File: src/rtl/vga_timing_gen_if.sv
// VGA bus between the timing generator and the draw chain.
// The "out" modport is the source end; the "in" modport is a consumer.
interface vga_if;
  logic [10:0] hcount;
  logic [10:0] vcount;
  logic        hsync;
  logic        vsync;
  logic        hblnk;
  logic        vblnk;
  logic [11:0] rgb;

  modport out (output hcount, vcount, hsync, vsync, hblnk, vblnk, rgb);
  modport in  (input  hcount, vcount, hsync, vsync, hblnk, vblnk, rgb);
endinterface

File: src/rtl/vga_timing_gen.sv
// Free-running VGA timing generator. The defaults give 1024x768@60 Hz at 65 MHz.
// hcount/vcount and every flag are registered together, with no skew between them.
// The flags are decoded from the next-state counter values.
// frame_start pulses on the cycle that shows (0,0) after a wrap, and frame_cnt counts those pulses.
module vga_timing_gen #(
  parameter int   H_ACTIVE = 1024,
  parameter int   H_FP     = 24,
  parameter int   H_SYNC   = 136,
  parameter int   H_BP     = 160,
  parameter int   V_ACTIVE = 768,
  parameter int   V_FP     = 3,
  parameter int   V_SYNC   = 6,
  parameter int   V_BP     = 29,
  parameter logic SYNC_POL = 1'b1
) (
  input  logic        clk65MHz,
  input  logic        rst,
  vga_if.out          vga_out,
  output logic        frame_start,
  output logic [15:0] frame_cnt
);

  // All compare constants are 11 bits wide, matching the counters.
  localparam logic [10:0] H_LAST     = 11'(H_ACTIVE + H_FP + H_SYNC + H_BP - 1);
  localparam logic [10:0] H_BLNK_BEG = 11'(H_ACTIVE);
  localparam logic [10:0] H_SYNC_BEG = 11'(H_ACTIVE + H_FP);
  localparam logic [10:0] H_SYNC_END = 11'(H_ACTIVE + H_FP + H_SYNC - 1);
  localparam logic [10:0] V_LAST     = 11'(V_ACTIVE + V_FP + V_SYNC + V_BP - 1);
  localparam logic [10:0] V_BLNK_BEG = 11'(V_ACTIVE);
  localparam logic [10:0] V_SYNC_BEG = 11'(V_ACTIVE + V_FP);
  localparam logic [10:0] V_SYNC_END = 11'(V_ACTIVE + V_FP + V_SYNC - 1);

  logic [10:0] hcount_q, hcount_d;
  logic [10:0] vcount_q, vcount_d;
  logic        hsync_q, hsync_d;
  logic        vsync_q, vsync_d;
  logic        hblnk_q, hblnk_d;
  logic        vblnk_q, vblnk_d;
  logic        frame_start_q, frame_start_d;
  logic [15:0] frame_cnt_q, frame_cnt_d;
  logic        h_last, v_last;

  // Next counter position, with flags decoded from it so they line up with the counters.
  always_comb begin
    h_last   = (hcount_q == H_LAST);
    v_last   = (vcount_q == V_LAST);
    hcount_d = h_last ? 11'd0 : hcount_q + 11'd1;
    vcount_d = vcount_q;
    if (h_last) begin
      vcount_d = v_last ? 11'd0 : vcount_q + 11'd1;
    end
    hblnk_d       = (hcount_d >= H_BLNK_BEG);
    vblnk_d       = (vcount_d >= V_BLNK_BEG);
    hsync_d       = ((hcount_d >= H_SYNC_BEG) && (hcount_d <= H_SYNC_END)) ? SYNC_POL : ~SYNC_POL;
    vsync_d       = ((vcount_d >= V_SYNC_BEG) && (vcount_d <= V_SYNC_END)) ? SYNC_POL : ~SYNC_POL;
    frame_start_d = (hcount_d == 11'd0) && (vcount_d == 11'd0);
    frame_cnt_d   = frame_cnt_q + {15'd0, frame_start_d};
    // Reset parks at (0,0) with flags idle. The first free-running cycle then shows hcount=1,
    // so the reset position never produces a frame_start.
    if (rst) begin
      hcount_d      = 11'd0;
      vcount_d      = 11'd0;
      hblnk_d       = 1'b0;
      vblnk_d       = 1'b0;
      hsync_d       = ~SYNC_POL;
      vsync_d       = ~SYNC_POL;
      frame_start_d = 1'b0;
      frame_cnt_d   = 16'd0;
    end
  end

  // Register every output. Reset is already folded into the _d values, so it is synchronous.
  always_ff @(posedge clk65MHz) begin
    hcount_q      <= hcount_d;
    vcount_q      <= vcount_d;
    hsync_q       <= hsync_d;
    vsync_q       <= vsync_d;
    hblnk_q       <= hblnk_d;
    vblnk_q       <= vblnk_d;
    frame_start_q <= frame_start_d;
    frame_cnt_q   <= frame_cnt_d;
  end

  assign vga_out.hcount = hcount_q;
  assign vga_out.vcount = vcount_q;
  assign vga_out.hsync  = hsync_q;
  assign vga_out.vsync  = vsync_q;
  assign vga_out.hblnk  = hblnk_q;
  assign vga_out.vblnk  = vblnk_q;
  // Colour is owned by the downstream drawers.
  assign vga_out.rgb    = 12'h000;
  assign frame_start    = frame_start_q;
  assign frame_cnt      = frame_cnt_q;

endmodule

File: src/flat_wrapper.sv
// flat-port wrapper written by rule: the top's interface ports become plain ports
module vga_timing_gen_flat 
#(
  parameter int   H_ACTIVE = 1024,
  parameter int   H_FP     = 24,
  parameter int   H_SYNC   = 136,
  parameter int   H_BP     = 160,
  parameter int   V_ACTIVE = 768,
  parameter int   V_FP     = 3,
  parameter int   V_SYNC   = 6,
  parameter int   V_BP     = 29,
  parameter logic SYNC_POL = 1'b1
)
  (clk65MHz, rst, frame_start, frame_cnt, vga_out_hcount, vga_out_vcount, vga_out_hsync, vga_out_vsync, vga_out_hblnk, vga_out_vblnk, vga_out_rgb);
  vga_if vga_out_i ();
  input  logic clk65MHz;
  input  logic rst;
  output logic frame_start;
  output logic [15:0] frame_cnt;
  output wire logic [$bits(vga_out_i.hcount)-1:0] vga_out_hcount;
  output wire logic [$bits(vga_out_i.vcount)-1:0] vga_out_vcount;
  output wire logic [$bits(vga_out_i.hsync)-1:0] vga_out_hsync;
  output wire logic [$bits(vga_out_i.vsync)-1:0] vga_out_vsync;
  output wire logic [$bits(vga_out_i.hblnk)-1:0] vga_out_hblnk;
  output wire logic [$bits(vga_out_i.vblnk)-1:0] vga_out_vblnk;
  output wire logic [$bits(vga_out_i.rgb)-1:0] vga_out_rgb;
  assign vga_out_hcount = vga_out_i.hcount;
  assign vga_out_vcount = vga_out_i.vcount;
  assign vga_out_hsync = vga_out_i.hsync;
  assign vga_out_vsync = vga_out_i.vsync;
  assign vga_out_hblnk = vga_out_i.hblnk;
  assign vga_out_vblnk = vga_out_i.vblnk;
  assign vga_out_rgb = vga_out_i.rgb;
  vga_timing_gen #(.H_ACTIVE(H_ACTIVE), .H_FP(H_FP), .H_SYNC(H_SYNC), .H_BP(H_BP), .V_ACTIVE(V_ACTIVE), .V_FP(V_FP), .V_SYNC(V_SYNC), .V_BP(V_BP), .SYNC_POL(SYNC_POL)) u_core (.clk65MHz(clk65MHz), .rst(rst), .vga_out(vga_out_i), .frame_start(frame_start), .frame_cnt(frame_cnt));
endmodule
File: config.mk
export PLATFORM = sky130hd
export DESIGN_NAME = vga_timing_gen_flat
export DESIGN_NICKNAME = d
export VERILOG_FILES = /design/src/rtl/vga_timing_gen_if.sv /design/src/rtl/vga_timing_gen.sv /design/src/flat_wrapper.sv
export SDC_FILE = /design/constraint.sdc
export NUM_CORES = 1
export LEC_CHECK = 0
export CAP_MARGIN = 20
export CORE_MARGIN = 2
export CORE_UTILIZATION = 42
export DETAILED_ROUTE_END_ITERATION = 7
export PLACE_DENSITY_LB_ADDON = 0.3
export SLEW_MARGIN = 25
export SYNTH_ARGS = -nofsm -noshare
export SYNTH_HDL_FRONTEND = slang
export SYNTH_SLANG_ARGS = --single-unit
File: constraint.sdc
create_clock -name clk65MHz -period 7.8 [get_ports clk65MHz]
set_input_delay 0.78 -clock clk65MHz [delete_from_list [all_inputs] [get_ports clk65MHz]]
set_output_delay 0.78 -clock clk65MHz [all_outputs]
set_load 0.005 [all_outputs]
==> flow_summary_export.csv, run 1 <==
group,metric,value,unit
drt,drt_iter0_drc,204,
synth,synth_top_area_share,36.52,%
final_layout,finalNonFillerCells,380,
worst_hold_path,hold_depth,2,
worst_hold_path,holdCritStartpoint,"u_core.frame_cnt[15]$_SDFF_PP0_",
sta,clock_skew,9.037,ps
power_and_ir_drop,p_per_area,143.9,nW/um^2
synth,syn_area_per_cell,8.311,um^2
cts,cts_sinks,42,
die,dieArea,6089,um^2
cts,postCtsSetupBuffers,0,
cts,htreeDepth,2,
synth,synth_top_cell_by_area,"dfxtp_1",
power_and_ir_drop,p_clk_share,42.0,%
status,status,"complete, no violations",
die,ios,57,
synth,synth_area_leaders,"dfxtp_1, nor2_1, xnor2_1",
die,fp.coreArea,5205,um^2
synth,synthCells,277,
synth,synth_area,2302,um^2
power_and_ir_drop,leakagePower,0.9887,nW
cts,postCtsHoldBufs,0,
worst_setup_path,reg2reg_to,"u_core.frame_cnt[14]$_SDFF_PP0_",
worst_hold_path,hold_end,"u_core.frame_cnt[15]$_SDFF_PP0_",
synth,yosys_register_bits,42,
cts,cts_inserted_buffers,5,
cts,clockBufferDepth,2,
synth,synth_flop_cell,"dfxtp_1",
final_layout,seqCellArea,840.8,um^2
synth,synth.distinct_cells,45,
place,dp.final_hpwl,3556,um
power_and_ir_drop,seqPwrFrac,54.1,%
drt,postRouteAntennaNets,0,
power_and_ir_drop,p_int,0.3170,mW
place,pre_cts_ws,3462,ps
global_route,grt_max_degree,34,
global_route,grt_pass1_vias,1846,
sta,period_minus_slack,4171,ps
worst_setup_path,cp_cell_sequence,"ha_1, nand4_1, or3_1, nor3_1, xnor2_1, a31oi_1, nor4b_1, ha_1, ha_1, and3_1, nand4_1, nor2_1, nand4_1, xor2_1, nor2_1",
drt,viasPerCell,5.182,
sta,whs,540.7,ps
power_and_ir_drop,vdd.ir_drop.worst,0.00008254,V
drt,dr.pass1.iters,4,
worst_setup_path,crit_type,"reg -> reg",
synth,async_reset_ff_share,0,%
place,dp_cells,372,
power_and_ir_drop,power_frac_comb,3.8,%
worst_setup_path,r2r_slack,3630,ps
global_route,grt_pass1_wl,8576,um
worst_setup_path,cp_top_family,"simple AND/OR/NAND/NOR gates",
sta,tns,0,ps
worst_setup_path,worstRegToRegCells,15,
drt,detail_route.wl_per_cell,13.26,um
run,maxCapViolCount,0,
sta,slew_headroom,42.50,%
sta,setup_violations,0,
worst_setup_path,worst_ep_required_time,7980,ps
synth,synth_common_cells,"dfxtp_1, nor2_1, nor3_1",
drt,wirelength,5039,um
cts,clk_latency,300,ps
final_layout,area_delta_synth_final,22.17,%
sta,finalWorstSetupSlack,3629,ps
place,io_buffers,44,
place,place_congestion,0.8508,
sta,finalMaxSlewViolations,0,
global_route,gr-usage-all-layers,17.29,%
worst_setup_path,crit-reg2reg-launch,"u_core.vga_out.hcount[0]$_SDFF_PP0_",
worst_hold_path,min_path_type,"reg -> reg",
sta,worst_pin_slew,854.6,ps
drt,vias,1969,
die,rows,26,
power_and_ir_drop,p_switching,0.08771,mW
drt,drc,0,
cts,post_cts_resized,0,
final_layout,multiInputGateArea,1309,um^2
cts,clk_pin_slew,80,ps
worst_setup_path,crit_fanout,17,
synth,synth_edf_count,0,
synth,ys_seq_area_share,36.52,%
global_route,antenna_found_initial,0,
final_layout,drive_gt1_share,5.161,%
cts,clock-root-buffer,"clkbuf_8",
final_layout,diodes,0,
sta,rsz0062_at_grt,"false",
die,fp.dieW,78.04,um
worst_setup_path,start_kind,"flip-flop",
final_layout,num-fill-cells,513,
power_and_ir_drop,p_sw_share,21.67,%
global_route,gr-total-overflow,0,
cts,cts_tree,"built",
worst_setup_path,critPathBufInv,0,
sta,timing.final.crit_share,53.48,%
die,initial_utilization,44.23,%
sta,finalHoldViolations,0,
sta,max_freq,239.7,MHz
die,die_y,78.04,um
final_layout,final_net_count,318,
worst_setup_path,endpoint_kind,"flip-flop",
synth,yosysMostFrequentCell,"dfxtp_1",
worst_setup_path,slowest_stage,"or3_1",
synth,yosys_warnings,0,
worst_setup_path,crit_arrival,4350,ps
worst_setup_path,cp-startpoint,"u_core.vga_out.hcount[0]$_SDFF_PP0_",
worst_setup_path,max_stage_delay,630,ps
[registers in the layout, indices dropped and copies added, names as in the netlist]
| signal | flops |
|---|---|
| u_core.frame_cnt | 16 |
| u_core.vga_out.hblnk | 1 |
| u_core.vga_out.vblnk | 1 |
| u_core.vga_out.vsync | 1 |
| u_core.vga_out.hcount | 10 |
| u_core.vga_out.hsync | 1 |
| u_core.frame_start | 1 |
| u_core.vga_out.vcount | 11 |
[layout make-up]
class | instances | share of cell area [%]
clock buffer | 5 | 2.447
clock inverter | 3 | 1.423
inverter | 5 | 0.6673
multi-input combinational | 210 | 46.53
sequential | 42 | 29.89
tap | 70 | 3.114
timing repair buffer | 45 | 15.93
[kinds of logic (layout without fill, tap and decap cells)]
family	count (synthesis)	in the layout	synth area share, %
simple gates	120	120	27.12
flops	42	42	36.52
compound gates	38	38	10.92
buf+inv	36	58	8.641
xor+xnor	30	30	11.41
fa+ha+maj	7	7	3.804
mux	3	3	1.413
other cells	1	12	0.1629
[metal layers]
| layer | vias up | wire (um) | global-route usage, % | share of wire, % |
|---|---|---|---|---|
| li1 | 1002 | - | - | - |
| met1 | 908 | 2421 | 23.35 | 48 |
| met2 | 57 | 2347 | 26.98 | 47 |
| met3 | 2 | 247 | 4.368 | 4.9 |
| met4 | 0 | 23 | 5.789 | 0.46 |
| met5 | - | 0 | 0 | 0 |
[per-stage QoR]
step | area (um^2) | util, % | power, mW
floorplan | 2344 | - | 0.2373
global placement | 2699 | 51.85 | 0.2391
detailed placement | 2699 | 51.85 | 0.2396
CTS | 2808 | 53.94 | 0.4092
global route | 2813 | 54.04 | 0.4192
finish | 2813 | 54.04 | 0.4047
[how the worst max path moves through the flow]
stage | endpoint | slack (ps) | depth (start not counted)
2_1_floorplan | u_core.frame_cnt[14]$_SDFF_PP0_ | 4150 | 17
3_5_place_dp | u_core.frame_cnt[14]$_SDFF_PP0_ | 3460 | 15
5_1_grt | u_core.frame_cnt[14]$_SDFF_PP0_ | 3180 | 15
6_report | u_core.frame_cnt[14]$_SDFF_PP0_ | 3630 | 15
4_1_cts | u_core.frame_cnt[14]$_SDFF_PP0_ | 3440 | 15
3_3_place_gp | u_core.frame_cnt[14]$_SDFF_PP0_ | 3630 | 15
[worst register-to-register path, cell delays in order (launching register included)]
cell,delay (ps)
dfxtp_1,470
ha_1,320
nand4_1,320
or3_1,630
nor3_1,330
xnor2_1,210
a31oi_1,150
nor4b_1,350
ha_1,230
ha_1,260
and3_1,180
nand4_1,130
nor2_1,150
nand4_1,120
xor2_1,140
nor2_1,50
[cells in the final DEF (no fill, tap or decap), drive strengths merged, types with 3 or more instances in the layout]
cell type	count
o31ai	3
ha	7
and4	4
inv	5
xnor2	15
dfxtp	42
nor2b	4
clkbuf	5
nand4	9
nand2	11
or3	3
xor2	15
a21oi	11
conb	12
a211oi	3
nand2b	3
nor4	3
o21ai	9
clkdlybuf4s50	44
nor3	18
nand3	11
and3	5
nor2	40
[power groups by stage]
stage	combinational [mW]	sequential (mW)	clock [mW]
after floorplan	0.0142	0.223	0
after global placement	0.0153	0.224	0
after detailed placement	0.0154	0.224	0
after CTS	0.0155	0.219	0.175
after global routing	0.0176	0.220	0.182
final	0.0154	0.219	0.170
Note: power is estimated with default switching activity, not from simulation.
==> run 2: changes to the inputs <==
- clock period: 7.8 -> 4.15 ns (I/O delays scaled with it)
==> flow_summary_export.csv, run 2 (synthesized netlist as in run 1, its figures left out) <==
group,metric,value,unit
worst_hold_path,hold_depth,2,
global_route,grt_pass1_wl,8604,um
die,dieArea,6089,um^2
worst_setup_path,path_depth,14,
cts,clockBufferDepth,2,
final_layout,diodes,0,
sta,clock_skew,4.326,ps
drt,drt_iter0_drc,150,
worst_hold_path,min_path_type,"reg -> reg",
worst_hold_path,hold_end,"u_core.frame_cnt[15]$_SDFF_PP0_",
sta,slew_headroom,62.44,%
power_and_ir_drop,vdd.ir_drop.worst,0.0001410,V
final_layout,final_common_cell,"clkdlybuf4s50_1",
worst_setup_path,endpoint_kind,"flip-flop",
worst_setup_path,reg2reg_to,"u_core.frame_cnt[14]$_SDFF_PP0_",
worst_setup_path,worst_ep_required_time,4330,ps
cts,htreeDepth,2,
place,io_buffers,44,
die,ios,57,
worst_setup_path,cp_top_family,"simple AND/OR/NAND/NOR gates",
cts,clk_pin_slew,80,ps
worst_setup_path,cp_cell_sequence,"or4b_4, or3_4, nor3_1, xnor2_1, a31oi_1, nor4b_2, ha_1, ha_1, and3_1, nand4_1, nor2_1, nand4_1, xor2_1, nor2_1",
cts,post_cts_resized,0,
drt,viasPerCell,5.295,
die,die_y,78.04,um
global_route,grt_max_degree,34,
worst_setup_path,crit-reg2reg-launch,"u_core.vga_out.hcount[7]$_SDFF_PP0_",
status,status,"complete, no violations",
sta,timing.final.crit_share,89.26,%
cts,postCtsHoldBufs,0,
final_layout,area_delta_synth_final,24.89,%
final_layout,num-fill-cells,500,
place,pre_cts_ws,176.4,ps
sta,worst_pin_slew,558.2,ps
sta,max_freq,270.0,MHz
cts,cts_inserted_buffers,5,
final_layout,mostFrequentLayoutCells,"clkdlybuf4s50_1, dfxtp_1, nor2_1, nor3_1",
power_and_ir_drop,p_per_area,260.1,nW/um^2
worst_setup_path,crit_type,"reg -> reg",
worst_setup_path,crit_fanout,17,
sta,finalHoldViolations,0,
global_route,antenna_found_initial,0,
final_layout,multiInputGateArea,1318,um^2
worst_setup_path,critPathBufInv,0,
cts,cts_sinks,42,
power_and_ir_drop,leakagePower,1.027,nW
die,fp.dieW,78.04,um
global_route,gr-total-overflow,0,
worst_setup_path,worstRegToRegCells,14,
drt,wirelength,5233,um
global_route,grt_pass1_vias,1835,
sta,finalMaxSlewViolations,0,
worst_setup_path,max_stage_delay,560,ps
cts,cts_tree,"built",
cts,clock-root-buffer,"clkbuf_8",
global_route,gr-usage-all-layers,17.78,%
sta,rsz0062_at_grt,"false",
worst_setup_path,start_kind,"flip-flop",
sta,setup_violations,0,
drt,dr.pass1.iters,4,
sta,period_minus_slack,3704,ps
sta,finalWorstSetupSlack,445.8,ps
die,initial_utilization,44.23,%
final_layout,final_net_count,325,
place,place_congestion,0.8316,
drt,detail_route.wl_per_cell,13.52,um
drt,vias,2049,
cts,clk_latency,300,ps
worst_setup_path,slowest_stage,"or4b_4",
die,rows,26,
die,fp.coreArea,5205,um^2
worst_setup_path,r2r_slack,450,ps
run,maxCapViolCount,0,
place,dp.final_hpwl,3736,um
sta,tns,0,ps
cts,postCtsSetupBuffers,0,
final_layout,largest_reg_flops,16,
final_layout,seqCellArea,840.8,um^2
drt,drc,0,
worst_setup_path,crit_arrival,3880,ps
final_layout,drive_gt1_share,7.886,%
drt,postRouteAntennaNets,0,
worst_hold_path,holdCritStartpoint,"u_core.frame_cnt[15]$_SDFF_PP0_",
## run 2: stage by stage
stage / total power, mW / instances / hold slack, ps / util, % / area [um^2]
final: 0.7478 / 387 / 534.0 / 55.24 / 2875
after detailed placement: 0.4520 / 379 / 514.8 / 52.86 / 2751
after CTS: 0.7577 / 387 / 536.6 / 54.98 / 2861
after global routing: 0.7755 / 387 / 553.3 / 55.24 / 2875
after global placement: 0.4516 / 379 / 513.8 / 52.86 / 2751
after floorplan: 0.4459 / 288 / 507.6 / - / 2344
## run 2: area by class of cell
| class | instances | area share, % |
|---|---|---|
| multi-input combinational | 210 | 45.82 |
| sequential | 42 | 29.24 |
| timing repair buffer | 52 | 17.41 |
| clock buffer | 8 | 3.829 |
| tap | 70 | 3.046 |
| inverter | 5 | 0.6527 |
## run 2: power breakdown
part           internal [mW]  switching, mW
sequential             0.406        0.00340
combinational         0.0147         0.0186
clock                  0.168          0.137
total                  0.589          0.159
## run 2: per-layer routing
layer	vias to the layer above	routed length, um	GRT usage [%]
li1	1021	-	-
met5	-	0	0
met4	0	129	7.895
met1	936	2416	22.80
met2	80	2344	27.67
met3	12	342	5.287
## run 2: worst reg2reg max path, cell delays in order, from the launching register on
cell and delay (ps):
dfxtp_1 370, or4b_4 560, or3_4 480, nor3_1 270, xnor2_1 190, a31oi_1 160
nor4b_2 290, ha_1 210, ha_1 260, and3_1 180, nand4_1 140, nor2_1 160
nand4_1 120, xor2_1 150, nor2_1 50
## run 2: how the worst max path moves through the flow
stage | slack [ps] | endpoint | from
after floorplan | 500 | u_core.frame_cnt[14]$_SDFF_PP0_ | u_core.vga_out.hcount[6]$_SDFF_PP0_
after global placement | 350 | u_core.frame_cnt[14]$_SDFF_PP0_ | u_core.vga_out.hcount[7]$_SDFF_PP0_
after detailed placement | 180 | u_core.frame_cnt[14]$_SDFF_PP0_ | u_core.vga_out.hcount[1]$_SDFF_PP0_
after CTS | 160 | u_core.frame_cnt[14]$_SDFF_PP0_ | u_core.vga_out.hcount[1]$_SDFF_PP0_
after global routing | 40 | u_core.frame_cnt[14]$_SDFF_PP0_ | u_core.vga_out.hcount[1]$_SDFF_PP0_
final | 450 | u_core.frame_cnt[14]$_SDFF_PP0_ | u_core.vga_out.hcount[7]$_SDFF_PP0_
==> run 3: changes to the inputs <==
- clock period: 4.15 -> 3.2 ns (I/O delays scaled with it)
==> flow_summary_export.csv, run 3 (synthesized netlist as in run 1, its figures left out) <==
group,metric,value,unit
status,status,"finished with violations",
status,violations,"setup timing",
sta,whs,525.0,ps
die,die_y,78.04,um
cts,htreeDepth,2,
drt,wirelength,5958,um
worst_hold_path,min_path_type,"reg -> reg",
worst_setup_path,crit_arrival,3610,ps
run,maxCapViolCount,0,
worst_setup_path,start_kind,"flip-flop",
global_route,grt_max_degree,33,
die,rows,26,
drt,drc,0,
drt,detail_route.wl_per_cell,13.57,um
cts,cts_sinks,42,
cts,postCtsHoldBufs,0,
worst_setup_path,cp_cell_sequence,"or4b_4, or3_4, buf_6, a211o_1, nand3b_1, nand4b_1, buf_4, buf_4, buf_4, buf_4, buf_4, buf_4, buf_4, buf_4, buf_4, nor4_2",
worst_setup_path,slowest_stage,"or4b_4",
sta,rsz0062_at_grt,"true",
place,dp.final_hpwl,4239,um
global_route,gr-usage-all-layers,20.00,%
global_route,grt_pass1_wl,9818,um
final_layout,mostFrequentLayoutCells,"buf_4, clkdlybuf4s50_1, dfxtp_1, nor2_1, xor2_1",
worst_setup_path,cp_common_cell,"buf_4",
sta,clock_skew,9.396,ps
worst_setup_path,crit_type,"reg -> reg",
worst_setup_path,crit_fanout,7,
cts,clockBufferDepth,2,
power_and_ir_drop,finalPower,0.9475,mW
drt,dr.pass1.iters,4,
final_layout,final_net_count,377,
cts,cts_tree,"built",
power_and_ir_drop,vdd.ir_drop.worst,0.0002688,V
drt,postRouteAntennaNets,0,
die,dieArea,6089,um^2
worst_setup_path,cp_top_family,"simple AND/OR/NAND/NOR gates",
cts,clock-root-buffer,"clkbuf_8",
die,fp.dieW,78.04,um
power_and_ir_drop,p_per_area,285.6,nW/um^2
cts,cts_inserted_buffers,5,
final_layout,largest_reg_flops,16,
worst_setup_path,endpoint_kind,"flip-flop",
final_layout,diodes,0,
cts,clk_latency,290,ps
final_layout,final_common_cell,"buf_4",
global_route,antenna_found_initial,0,
die,fp.coreArea,5205,um^2
sta,finalMaxSlewViolations,0,
die,ios,57,
final_layout,area_delta_synth_final,44.13,%
cts,clk_pin_slew,80,ps
worst_setup_path,worst_ep_required_time,3390,ps
global_route,grt_pass1_vias,2115,
drt,viasPerCell,5.128,
die,initial_utilization,44.23,%
place,io_buffers,44,
sta,setup_violations,8,
worst_setup_path,r2r_slack,-220,ps
sta,timing.final.crit_share,106.9,%
global_route,gr-total-overflow,0,
worst_setup_path,max_stage_delay,530,ps
sta,max_freq,292.4,MHz
drt,vias,2251,
place,place_congestion,0.8744,
drt,drt_iter0_drc,152,
power_and_ir_drop,leakagePower,1.280,nW
sta,finalHoldViolations,0,
sta,period_minus_slack,3419,ps
sta,finalWorstSetupSlack,-219.5,ps
final_layout,utilization,63.75,%
final_layout,num-fill-cells,439,
final_layout,drive_gt1_share,24.39,%
worst_setup_path,critPathBufInv,10,
## run 3: cell count changes in the layout (fill, tap and decap cells not counted), sizes merged
cell      previous run  this run
clkbuf               8         6
clkinvlp             0         1
buf                  8        60
clkinv               0         1
## run 3: power breakdown
part / internal (mW) / leakage, nW / switching (mW)
clock: 0.173 / 0.0472 / 0.183
sequential: 0.527 / 0.340 / 0.00358
combinational: 0.0292 / 0.893 / 0.0314
## run 3: final timing paths
check / startpoint / endpoint / cells after the start
hold reg to reg: u_core.frame_cnt[15]$_SDFF_PP0_ / u_core.frame_cnt[15]$_SDFF_PP0_ / 2
hold / removal: u_core.frame_cnt[15]$_SDFF_PP0_ / u_core.frame_cnt[15]$_SDFF_PP0_ / 2
setup / recovery: u_core.vga_out.hcount[7]$_SDFF_PP0_ / u_core.frame_start$_SDFF_PP0_ / 16
setup reg to reg: u_core.vga_out.hcount[7]$_SDFF_PP0_ / u_core.frame_start$_SDFF_PP0_ / 16
## run 3: metal layers
metal  wire length, um  GRT usage (%)
met2              2854          33.79
met3               329          3.678
met5                 0              0
met1              2650          25.38
met4               124          7.544
## run 3: what timing repair did
action	CTS	global route
setup endpoints to repair	7	13
gates resized for setup	5	6
buffers inserted	11	3
cloned	0	0
pin swaps	9	6
## run 3: final cells by class
| cell class | count | area [um^2] | share of cell area [%] |
|---|---|---|---|
| timing repair buffer | 104 | 894.6 | 26.96 |
| clock buffer | 6 | 82.58 | 2.489 |
| sequential | 42 | 843.3 | 25.41 |
| inverter | 5 | 18.77 | 0.5656 |
| clock inverter | 2 | 12.51 | 0.3771 |
| multi-input combinational | 210 | 1379 | 41.55 |
| tap | 70 | 87.58 | 2.640 |
## run 3: stage by stage
step           area, um^2  setup TNS, ps  cells  worst slack (ps)
6_report             3318          -1110    439            -219.5
5_1_grt              3318          -2190    439            -340.0
4_1_cts              3276         -742.2    436            -171.7
3_5_place_dp         3070          -1172    417            -261.6
3_3_place_gp         3070         -623.0    417            -175.2
2_1_floorplan        2387          -1403    288            -324.7
## run 3: worst min-delay path, cell delays in order (launching register included)
cell and delay, ps:
dfxtp_1 350, xnor2_1 80, nor2_1 70
